## src/rtl/phase_sequencer_timer.sv

```systemverilog
// Phase sequencer/timer: after a start request it steps through NUM_PHASES
// timed phases. Phase lengths are latched at start. The select and
// output-valid strobes come from per-phase masks. The block also provides
// abort, auto-restart, a done pulse and sticky overrun detection.
module phase_sequencer_timer #(
  parameter int                    NUM_PHASES = 5,
  parameter int                    CNT_W      = 16,
  parameter logic [NUM_PHASES-1:0] SEL_MASK   = 5'b00110,
  parameter logic [NUM_PHASES-1:0] DOUT_MASK  = 5'b10000,
  parameter int                    IDX_W      = 3
) (
  input  logic                        S_AXIS_ACLK,
  input  logic                        S_AXIS_ARESET,
  input  logic                        Din_Valid,
  input  logic                        Abort,
  input  logic                        Auto_Restart,
  input  logic [NUM_PHASES*CNT_W-1:0] Phase_Len,
  output logic                        Sel_Valid,
  output logic                        Dout_Valid,
  output logic                        Busy,
  output logic [IDX_W-1:0]            Phase_Idx,
  output logic                        Done,
  output logic                        Overrun
);

  typedef enum logic {IDLE = 1'b0, RUN = 1'b1} state_t;

  typedef logic [NUM_PHASES-1:0][CNT_W-1:0] len_arr_t;

  localparam logic [IDX_W-1:0] LAST_IDX = IDX_W'(NUM_PHASES - 1);

  state_t           state_q, state_d;
  logic [IDX_W-1:0] idx_q, idx_d, idx_nxt;
  logic [CNT_W-1:0] cnt_q, cnt_d;
  len_arr_t         len_q, len_d;
  logic             sel_q, sel_d;
  logic             dout_q, dout_d;
  logic             done_q, done_d;
  logic             ovr_q, ovr_d;

  // Counter preload for a phase: a zero length runs as a single cycle.
  function automatic logic [CNT_W-1:0] first_cnt(input logic [CNT_W-1:0] l);
    return (l == '0) ? '0 : l - CNT_W'(1);
  endfunction

  // Next-state, datapath and registered-output logic.
  always_comb begin
    state_d = state_q;
    idx_d   = idx_q;
    cnt_d   = cnt_q;
    len_d   = len_q;
    sel_d   = sel_q;
    dout_d  = dout_q;
    done_d  = 1'b0;
    ovr_d   = ovr_q;
    idx_nxt = idx_q + IDX_W'(1);
    case (state_q)
      IDLE: begin
        if (Abort) begin
          ovr_d = 1'b0;
        end else if (Din_Valid) begin
          state_d = RUN;
          len_d   = Phase_Len;
          idx_d   = '0;
          cnt_d   = first_cnt(Phase_Len[CNT_W-1:0]);
          sel_d   = SEL_MASK[0];
          dout_d  = DOUT_MASK[0];
        end
      end
      RUN: begin
        if (Abort) begin
          state_d = IDLE;
          idx_d   = '0;
          cnt_d   = '0;
          sel_d   = 1'b0;
          dout_d  = 1'b0;
          ovr_d   = 1'b0;
        end else if (cnt_q != '0) begin
          cnt_d = cnt_q - CNT_W'(1);
          if (Din_Valid) ovr_d = 1'b1;
        end else if (idx_q != LAST_IDX) begin
          idx_d  = idx_nxt;
          cnt_d  = first_cnt(len_q[idx_nxt]);
          sel_d  = SEL_MASK[idx_nxt];
          dout_d = DOUT_MASK[idx_nxt];
          if (Din_Valid) ovr_d = 1'b1;
        end else begin
          // Terminal cycle of the last phase.
          done_d = 1'b1;
          if (Auto_Restart) begin
            len_d  = Phase_Len;
            idx_d  = '0;
            cnt_d  = first_cnt(Phase_Len[CNT_W-1:0]);
            sel_d  = SEL_MASK[0];
            dout_d = DOUT_MASK[0];
            if (Din_Valid) ovr_d = 1'b1;
          end else begin
            // A start request here is dropped and does not flag overrun.
            state_d = IDLE;
            idx_d   = '0;
            cnt_d   = '0;
            sel_d   = 1'b0;
            dout_d  = 1'b0;
          end
        end
      end
      default: state_d = IDLE;
    endcase
  end

  // State and datapath registers with synchronous reset.
  always_ff @(posedge S_AXIS_ACLK) begin
    if (S_AXIS_ARESET) begin
      state_q <= IDLE;
      idx_q   <= '0;
      cnt_q   <= '0;
      len_q   <= '0;
      sel_q   <= 1'b0;
      dout_q  <= 1'b0;
      done_q  <= 1'b0;
      ovr_q   <= 1'b0;
    end else begin
      state_q <= state_d;
      idx_q   <= idx_d;
      cnt_q   <= cnt_d;
      len_q   <= len_d;
      sel_q   <= sel_d;
      dout_q  <= dout_d;
      done_q  <= done_d;
      ovr_q   <= ovr_d;
    end
  end

  assign Sel_Valid  = sel_q;
  assign Dout_Valid = dout_q;
  assign Busy       = (state_q == RUN);
  assign Phase_Idx  = idx_q;
  assign Done       = done_q;
  assign Overrun    = ovr_q;

endmodule

```

## config.mk

```make
export PLATFORM = sky130hd
export DESIGN_NAME = phase_sequencer_timer
export DESIGN_NICKNAME = d
export VERILOG_FILES = /design/src/rtl/phase_sequencer_timer.sv
export SDC_FILE = /design/constraint.sdc
export NUM_CORES = 1
export LEC_CHECK = 0
export BUFFER_PORTS_ARGS = -buffer_cell sky130_fd_sc_hd__buf_2
export CELL_PAD_IN_SITES_DETAIL_PLACEMENT = 0
export CELL_PAD_IN_SITES_GLOBAL_PLACEMENT = 1
export CORE_ASPECT_RATIO = 1.1
export CORE_UTILIZATION = 39
export CTS_BUF_LIST = sky130_fd_sc_hd__clkbuf_8
export DETAILED_ROUTE_END_ITERATION = 12
export GPL_TIMING_DRIVEN = 0
export PLACE_DENSITY_LB_ADDON = 0.1
export SYNTH_ARGS = -nofsm -noshare
export SYNTH_HDL_FRONTEND = slang
export SYNTH_SLANG_ARGS = --single-unit
```

## constraint.sdc

```tcl
create_clock -name S_AXIS_ACLK -period 4.1 [get_ports S_AXIS_ACLK]
set_input_delay 0.615 -clock S_AXIS_ACLK [delete_from_list [all_inputs] [get_ports S_AXIS_ACLK]]
set_output_delay 0.615 -clock S_AXIS_ACLK [all_outputs]
set_load 0.03 [all_outputs]
```

==> flow_summary.ini, run 1 <==
[yosys]
async_reset_ff_frac = 0
synth_edf_count = 0
ys_seq_elements = 103
syn_nets = 850
netlist_area_mm2 = 0.00584
synth_warnings = 0
ys_types = 52
ys_seq_area_frac = 0.353
synthFlopType = dfxtp_1
synthesis.instances = 758
syn-mean-instance-area_um2 = 7.70

[routing]
num_vias = 5921
dr.pass1.iters = 5
routed_via_density = 5.60
wire_per_inst_um = 19.1
wirelength_mm = 20.2
detail-route-antenna-nets = 0
drtIter0Drc = 429
drc_errors = 0

[clock_network]
hold_buffers = 0
clk_path_buf_depth = 2
cts_root_buffer = clkbuf_8
cts_buffers = 9
cts_tree = built
cts.reportedPaths.clkPinSlew_ps = 110
cts_sinks = 103
clock_latency_ps = 390
cts_max_level = 3

[power_and_ir_drop]
peakVddDrop_mv = 0.229
p_leak_nw = 2.59
power_mw = 2.35
pwr_density_cell_mw_per_mm2 = 343

[timing]
worst-slew-pin-transition_ps = 967
period_needed_ps = 3860
layout_worst_path_cycle_share = 0.941
slew_violations = 0
hold_viol = 0
setup_viol = 0
worst_slack_ps = 244
fmax_ghz = 0.259
fin_skew_ps = 15.3
slew_headroom = 0.349

[global_routing]
antenna_found_initial = 0
gr-total-overflow = 0
grt_pass1_vias = 5721
grt.total_usage = 0.272
grt_pass1_wl_mm = 31.6
grt_max_degree = 18

[hold_path]
hold_start = Phase_Len[44]
whs_path_depth = 3
min_to = len_q[44]$_SDFFE_PP0P_
hp-class = in2reg

[critical_path]
cp_data_required_time_ps = 4390
path_buf_inv = 6
ff2ff_path_depth = 17
timing.rr.start = Phase_Idx[0]$_SDFFE_PP0P_
cp_slowest_cell = dfxtp_2
worstSetupPathType = reg2reg
critical_path_peak_fanout = 10
cp_top_family = buffers and inverters
endpoint_kind = register
timing.critical_path.cells = buf_6, buf_8, clkinvlp_4, ha_4, buf_6, mux2i_4, mux2i_1, a21o_1, inv_1, ha_1, o31a_1, nand4_4, nor4_4, a21boi_4, buf_6, a221oi_1, nor2_1
worstPathArrival_ps = 4150
critPathLaunchType = register
slowest_delay_ps = 390
path_common_cell = buf_6
rrSetupSlack_ps = 240
r2r_end = cnt_q[5]$_SDFFE_PP0P_

[place]
port_buffers = 90
hpwl_mm = 15.7
gp_congestion = 0.935
dp_slack_ps = -851
dpl.cell_count = 1040

[run]
drv_cap = 0

[layout]
final_cells = 1058
final_cell_mix = nand2_1, a21oi_1, dfxtp_1, buf_2, nor2_1
nNetsFinal = 954
area_delta_synth_final_pct = 17.1
layout_commonest_cell = nand2_1
fillers = 1534
drive_gt1_frac = 0.174
antenna_cells = 0

[die]
die_y_um = 130
rows = 46
core-area_mm2 = 0.0145
die_area_mm2 = 0.0155
start_util = 0.402
die_w_um = 119
pin_count = 93

[outcome]
status = complete, no violations
## worst min-delay path, cell delays in order
cell     delay, ps
buf_2           90
nand2_1         40
a21oi_1         50
## what timing repair did
action                                 4_1_cts  5_1_grt
setup buffers                                0        3
endpoints found under the hold margin        0        0
resized for setup                            8        7
setup endpoints to repair                   16       16
pin swaps                                    1        1
gates cloned                                 0        0
## flip-flops by register name (all words and copies together), names as in the netlist
register / cells
Phase_Idx: 2
Busy: 1
cnt_q: 16
Overrun: 1
Sel_Valid: 1
Dout_Valid: 1
len_q: 80
Done: 1
## kinds of logic (layout without fill, tap and decap cells)
| kind of cell | after synthesis | count (layout) | share of synthesized area |
|---|---|---|---|
| AOI/OAI and AO/OA | 200 | 200 | 0.205 |
| xor gates and xnor gates | 36 | 36 | 0.0540 |
| adders and majority gates | 7 | 7 | 0.0150 |
| buffers and inverters | 63 | 171 | 0.0465 |
| DFF | 103 | 103 | 0.353 |
| muxes | 21 | 21 | 0.0703 |
| and+or+nand+nor | 328 | 328 | 0.256 |
## where the power goes
group / switching (mW) / internal, mW
Clock: 0.381 / 0.345
Sequential: 0.0483 / 1.05
Combinational: 0.320 / 0.197
Total: 0.749 / 1.60
## metrics by stage
stage	utilization	area, um2	hold slack (ps)	TNS [ps]
after floorplan	-	5840	432	0
after global placement	0.450	6530	440	-9910
after detailed placement	0.450	6530	443	-10370
after CTS	0.467	6770	433	0
after global routing	0.471	6840	436	-6.33
final	0.471	6840	452	0
## worst max-delay path by stage
| stage | from | to | slack, ps | cells past startpoint |
|---|---|---|---|---|
| 2_1_floorplan | Phase_Idx[0]$_SDFFE_PP0P_ | cnt_q[10]$_SDFFE_PP0P_ | 100 | 16 |
| 3_3_place_gp | Phase_Idx[0]$_SDFFE_PP0P_ | cnt_q[10]$_SDFFE_PP0P_ | -820 | 17 |
| 3_5_place_dp | Phase_Idx[0]$_SDFFE_PP0P_ | cnt_q[10]$_SDFFE_PP0P_ | -850 | 17 |
| 4_1_cts | Phase_Idx[0]$_SDFFE_PP0P_ | cnt_q[7]$_SDFFE_PP0P_ | 20 | 17 |
| 5_1_grt | Phase_Idx[0]$_SDFFE_PP0P_ | cnt_q[12]$_SDFFE_PP0P_ | -6 | 17 |
| 6_report | Phase_Idx[0]$_SDFFE_PP0P_ | cnt_q[5]$_SDFFE_PP0P_ | 240 | 17 |
## synth_stat cells (3+ instances only)
library cell	count	area [um2]
a211o_1	4	35.0
a211oi_1	7	52.6
a21o_1	4	30.0
a21oi_1	107	536
a221oi_1	7	61.3
a22o_1	9	78.8
a22oi_1	5	37.5
a31oi_1	8	50.1
and3_1	3	18.8
and4_1	3	26.3
buf_2	13	65.1
clkbuf_1	32	120
dfxtp_1	103	2060
ha_1	7	87.6
inv_1	13	48.8
mux2i_1	5	50.1
mux4_1	6	158
mux4_2	8	180
nand2_1	184	691
nand2b_1	4	25.0
nand3_1	15	75.1
nand3b_1	6	45.0
nand4_1	15	93.8
nor2_1	47	176
nor2b_1	7	43.8
nor3_1	23	115
nor4_1	9	56.3
o211ai_1	6	45.0
o21ai_0	26	130
o22ai_1	3	18.8
o31ai_1	4	30.0
or3_1	4	25.0
xnor2_1	21	184
xor2_1	15	131
## layout make-up
cell class | instances | area (um2) | share of cell area
buffer | 50 | 240 | 0.0351
clock buffer | 9 | 124 | 0.0181
clock inverter | 6 | 91.3 | 0.0134
inverter | 13 | 52.6 | 0.00769
multi-input combinational | 592 | 3550 | 0.519
sequential | 103 | 2060 | 0.302
tap | 192 | 240 | 0.0351
timing repair buffer | 93 | 473 | 0.0692
## layer usage
layer | wire length, um | track usage | share of wire
met1 | 8960 | 0.348 | 0.44
met2 | 9350 | 0.448 | 0.46
met3 | 1050 | 0.0350 | 0.052
met4 | 856 | 0.147 | 0.042
met5 | 0 | 0 | 0
Power figures use the tool's default switching activity.
==> run 2: changes to the inputs <==
--- a/config.mk
+++ b/config.mk
@@ -9,6 +9,7 @@
 export CELL_PAD_IN_SITES_DETAIL_PLACEMENT = 0
 export CELL_PAD_IN_SITES_GLOBAL_PLACEMENT = 1
 export CORE_ASPECT_RATIO = 1.1
+export CORE_MARGIN = 10
 export CORE_UTILIZATION = 39
 export CTS_BUF_LIST = sky130_fd_sc_hd__clkbuf_8
 export DETAILED_ROUTE_END_ITERATION = 12
==> flow_summary.ini, run 2 (same netlist as run 1, synthesis figures left out) <==
[global_routing]
grt_max_degree = 19
grt_pass1_wl_mm = 32.9
grt.total_usage = 0.210
antenna_found_initial = 0
gr-total-overflow = 0
grt_pass1_vias = 5702

[routing]
num_vias = 5964
wirelength_mm = 21.7
dr.pass1.iters = 5
routed_via_density = 5.63
wire_per_inst_um = 20.4
drtIter0Drc = 606
drc_errors = 0
detail-route-antenna-nets = 0

[power_and_ir_drop]
power_mw = 2.35
pwr_density_cell_mw_per_mm2 = 343
p_leak_nw = 2.59
peakVddDrop_mv = 0.192

[critical_path]
cp_slowest_cell = dfxtp_2
slowest_delay_ps = 400
path_common_cell = buf_6
rrSetupSlack_ps = 230
worstPathArrival_ps = 4190
timing.critical_path.cells = buf_6, buf_6, inv_1, ha_4, buf_6, mux2i_2, mux2i_1, a21o_1, inv_1, ha_1, o31a_1, nand4_4, nor4_4, buf_4, mux2i_1, nand3b_1, a311oi_1
worstSetupPathType = reg2reg
timing.rr.start = Phase_Idx[0]$_SDFFE_PP0P_
endpoint_kind = register
startpoint = Phase_Idx[0]$_SDFFE_PP0P_
cp_data_required_time_ps = 4420
critical_path_peak_fanout = 10
critPathLaunchType = register
r2r_end = cnt_q[12]$_SDFFE_PP0P_
cp-endpoint = cnt_q[12]$_SDFFE_PP0P_
ff2ff_path_depth = 17

[layout]
area_delta_synth_final_pct = 17.0
largest_reg_flops = 80
final_cell_mix = nand2_1, a21oi_1, dfxtp_1, buf_2, nor2_1
nNetsFinal = 955
drive_gt1_frac = 0.174
layout_commonest_cell = nand2_1
antenna_cells = 0
top_register = len_q

[timing]
rsz0062_at_grt = false
worst-slew-pin-transition_ps = 983
setup_viol = 0
slew_headroom = 0.338
period_needed_ps = 3870
hold_viol = 0
fmax_ghz = 0.258
fin_skew_ps = 16.8
slew_violations = 0
worst_slack_ps = 230
layout_worst_path_cycle_share = 0.944

[place]
dp_slack_ps = -767
gp_congestion = 0.952
hpwl_mm = 16.8
port_buffers = 90

[clock_network]
cts.reportedPaths.clkPinSlew_ps = 110
cts_buffers = 9
cts_tree = built
cts_root_buffer = clkbuf_8
clock_latency_ps = 400
cts_sinks = 103
cts_max_level = 3
hold_buffers = 0
clk_path_buf_depth = 2

[die]
pin_count = 93
die_w_um = 137
rows = 46
core-area_mm2 = 0.0146
start_util = 0.401
die_y_um = 148
die_area_mm2 = 0.0203

[hold_path]
hold_start = Phase_Len[52]
hp-class = in2reg

[outcome]
status = complete, no violations

[run]
drv_cap = 0
run 2: per-layer routing:
layer	track usage	vias up	wire length, um
met5	0	-	0
met4	0.0576	0	291
met3	0.0350	22	1310
met2	0.340	219	10200
met1	0.281	2829	9840
li1	-	2894	-
run 2: layout make-up:
| cell class | instances | area, um2 |
|---|---|---|
| well taps | 192 | 240 |
| clock buffers | 10 | 138 |
| inverters | 13 | 48.8 |
| flip-flops and latches | 103 | 2060 |
| multi-input cells | 592 | 3550 |
| plain buffers | 50 | 236 |
| repair buffers | 94 | 480 |
| fillers | 1491 | 7730 |
| clock inverters | 6 | 75.1 |
run 2: power by group:
part / total (mW) / switching [mW] / internal [mW]
Sequential: 1.10 / 0.0473 / 1.05
Clock: 0.714 / 0.405 / 0.309
Combinational: 0.531 / 0.330 / 0.201
Total: 2.35 / 0.782 / 1.56
run 2: worst max-delay path, delay by kind of cell (launching register included):
| family | cells | cell delay (ps) |
|---|---|---|
| and+or+nand+nor | 3 | 620 |
| DFF | 1 | 400 |
| adders and majority gates | 2 | 510 |
| AOI/OAI and AO/OA | 3 | 680 |
| buffers and inverters | 6 | 1000 |
| muxes | 3 | 570 |
run 2: worst min-delay path by stage:
stage	cells after the start	slack (ps)	endpoint
after detailed placement	2	440	len_q[42]$_SDFFE_PP0P_
after global routing	3	420	len_q[53]$_SDFFE_PP0P_
final	3	440	len_q[52]$_SDFFE_PP0P_
after CTS	3	430	len_q[53]$_SDFFE_PP0P_
after global placement	2	440	len_q[42]$_SDFFE_PP0P_
after floorplan	2	430	len_q[11]$_SDFFE_PP0P_
run 2: timing repair:
item                                    4_1_cts  5_1_grt
pin swaps                                     1        3
gates cloned                                  0        0
endpoints found under the setup margin       16       15
setup buffers                                 0        4
gates resized for setup                       8        4
run 2: per-stage QoR:
| step | instance area [um2] | instances | setup TNS (ps) | hold slack, ps | utilization |
|---|---|---|---|---|---|
| after global routing | 6830 | 1060 | 0 | 423 | 0.469 |
| after CTS | 6770 | 1056 | 0 | 432 | 0.465 |
| after detailed placement | 6530 | 1040 | -10390 | 444 | 0.448 |
| final | 6830 | 1060 | 0 | 440 | 0.469 |
| after floorplan | 5840 | 758 | 0 | 432 | - |
| after global placement | 6530 | 1040 | -8620 | 440 | 0.448 |
==> run 3: changes to the inputs <==
--- a/config.mk
+++ b/config.mk
@@ -11,9 +11,8 @@
 export CORE_ASPECT_RATIO = 1.1
 export CORE_MARGIN = 10
 export CORE_UTILIZATION = 39
-export CTS_BUF_LIST = sky130_fd_sc_hd__clkbuf_8
 export DETAILED_ROUTE_END_ITERATION = 12
-export GPL_TIMING_DRIVEN = 0
+export GPL_TIMING_DRIVEN = 1
 export PLACE_DENSITY_LB_ADDON = 0.1
 export SYNTH_ARGS = -nofsm -noshare
 export SYNTH_HDL_FRONTEND = slang
==> flow_summary.ini, run 3 (same netlist as run 1, synthesis figures left out) <==
[place]
hpwl_mm = 15.2
port_buffers = 92
dpl.cell_count = 1007
gp_congestion = 0.915
dp_slack_ps = 631

[routing]
routed_via_density = 5.59
drc_errors = 0
dr.pass1.iters = 5
num_vias = 5717
detail-route-antenna-nets = 0
wirelength_mm = 19.9
wire_per_inst_um = 19.5
drtIter0Drc = 404

[layout]
multi_input_area_mm2 = 0.00351
fillers = 1510
antenna_cells = 0
layout_commonest_cell = nand2_1
largest_reg_flops = 80
nNetsFinal = 918
top_register = len_q
final_cells = 1023
final_cell_mix = nand2_1, a21oi_1, dfxtp_1
area_delta_synth_final_pct = 15.7
seqCellArea_mm2 = 0.00206
drive_gt1_frac = 0.174

[clock_network]
hold_buffers = 0
cts_max_level = 3
cts_setup_buffers = 0
clock_latency_ps = 360
cts.reportedPaths.clkPinSlew_ps = 70
cts_tree = built
cts_root_buffer = clkbuf_16
clk_path_buf_depth = 2
cts_buffers = 9
cts_sinks = 103
ctsResizeCount = 0

[critical_path]
slowest_delay_ps = 500
cp_data_required_time_ps = 4340
ff2ff_path_depth = 13
timing.rr.start = Phase_Idx[0]$_SDFFE_PP0P_
cp_slowest_cell = ha_1
critical_path_peak_fanout = 9
endpoint_kind = register
startpoint = Phase_Idx[0]$_SDFFE_PP0P_
critPathLaunchType = register
worstPathArrival_ps = 3740
timing.critical_path.cells = inv_1, ha_1, mux4_2, a22o_1, inv_1, ha_1, o31a_1, nand4_2, nor4_4, a21boi_2, buf_4, a221oi_1, nor2_1
worstSetupPathType = reg2reg

[die]
pin_count = 93
start_util = 0.401
core-area_mm2 = 0.0146
rows = 46
die_w_um = 137
die_y_um = 148
die_area_mm2 = 0.0203

[timing]
worst-slew-pin-transition_ps = 1180
layout_worst_path_cycle_share = 0.853
fin_skew_ps = 10.3
hold_viol = 0
finalSetupTns_ps = 0
whs_ps = 453
setup_viol = 0
slew_headroom = 0.212
slew_violations = 0
period_needed_ps = 3500
worst_slack_ps = 602
fmax_ghz = 0.286
rsz0062_at_grt = false

[global_routing]
grt.total_usage = 0.195
gr-total-overflow = 0
grt_pass1_vias = 5661
grt_max_degree = 106
antenna_found_initial = 0
grt_pass1_wl_mm = 31.3

[hold_path]
hp-class = reg2reg
whs_path_depth = 2
hold_start = len_q[40]$_SDFFE_PP0P_

[run]
drv_cap = 0

[power_and_ir_drop]
p_leak_nw = 2.56
peakVddDrop_mv = 0.194
pwr_density_cell_mw_per_mm2 = 372

[outcome]
status = complete, no violations
[run 3: cell types whose count changed in the layout (fill, tap and decap cells not counted), sizes merged]
cell | before | now
buf | 112 | 107
clkbuf | 42 | 10
clkinv | 1 | 0
clkinvlp | 1 | 2
[run 3: power by group]
part / leakage [nW] / switching [mW] / internal [mW] / total, mW
clock network: 0.148 / 0.413 / 0.499 / 0.912
logic: 1.57 / 0.304 / 0.190 / 0.494
registers: 0.842 / 0.0525 / 1.05 / 1.11
total: 2.56 / 0.769 / 1.74 / 2.51
[run 3: worst paths after layout]
path                                 end  slack (ps)
setup reg to reg  cnt_q[10]$_SDFFE_PP0P_         600
setup / recovery  cnt_q[10]$_SDFFE_PP0P_         600
hold reg to reg   len_q[40]$_SDFFE_PP0P_         450
hold / removal    len_q[40]$_SDFFE_PP0P_         450
[run 3: final cells by class]
cell class,instances,share of cell area
Inverter,13,0.00723
Multi-Input combinational cell,592,0.520
Tap cell,192,0.0356
Clock inverter,6,0.0109
Timing Repair Buffer,107,0.0852
Clock buffer,10,0.0354
Sequential cell,103,0.305
[run 3: metrics by stage]
step / cell area [um2] / power (mW) / util
after CTS: 6750 / 2.53 / 0.464
after detailed placement: 6440 / 1.62 / 0.442
final: 6750 / 2.51 / 0.464
after global placement: 6440 / 1.61 / 0.442
after global routing: 6750 / 2.63 / 0.464
after floorplan: 5840 / 1.44 / -
[run 3: worst max-delay path, delay by kind of cell, from the launching register on]
family          cells  cell delay [ps]
flops               1              330
simple gates        3              670
compound gates      4              960
buf+inv             3              400
mux                 1              360
fa+ha+maj           2              670
[run 3: per-layer routing]
layer,global-route usage,vias up,wire [um]
li1,-,2820,-
met1,0.249,2683,8770
met2,0.311,185,9260
met3,0.0448,29,1380
met4,0.0714,0,499
met5,0,-,0
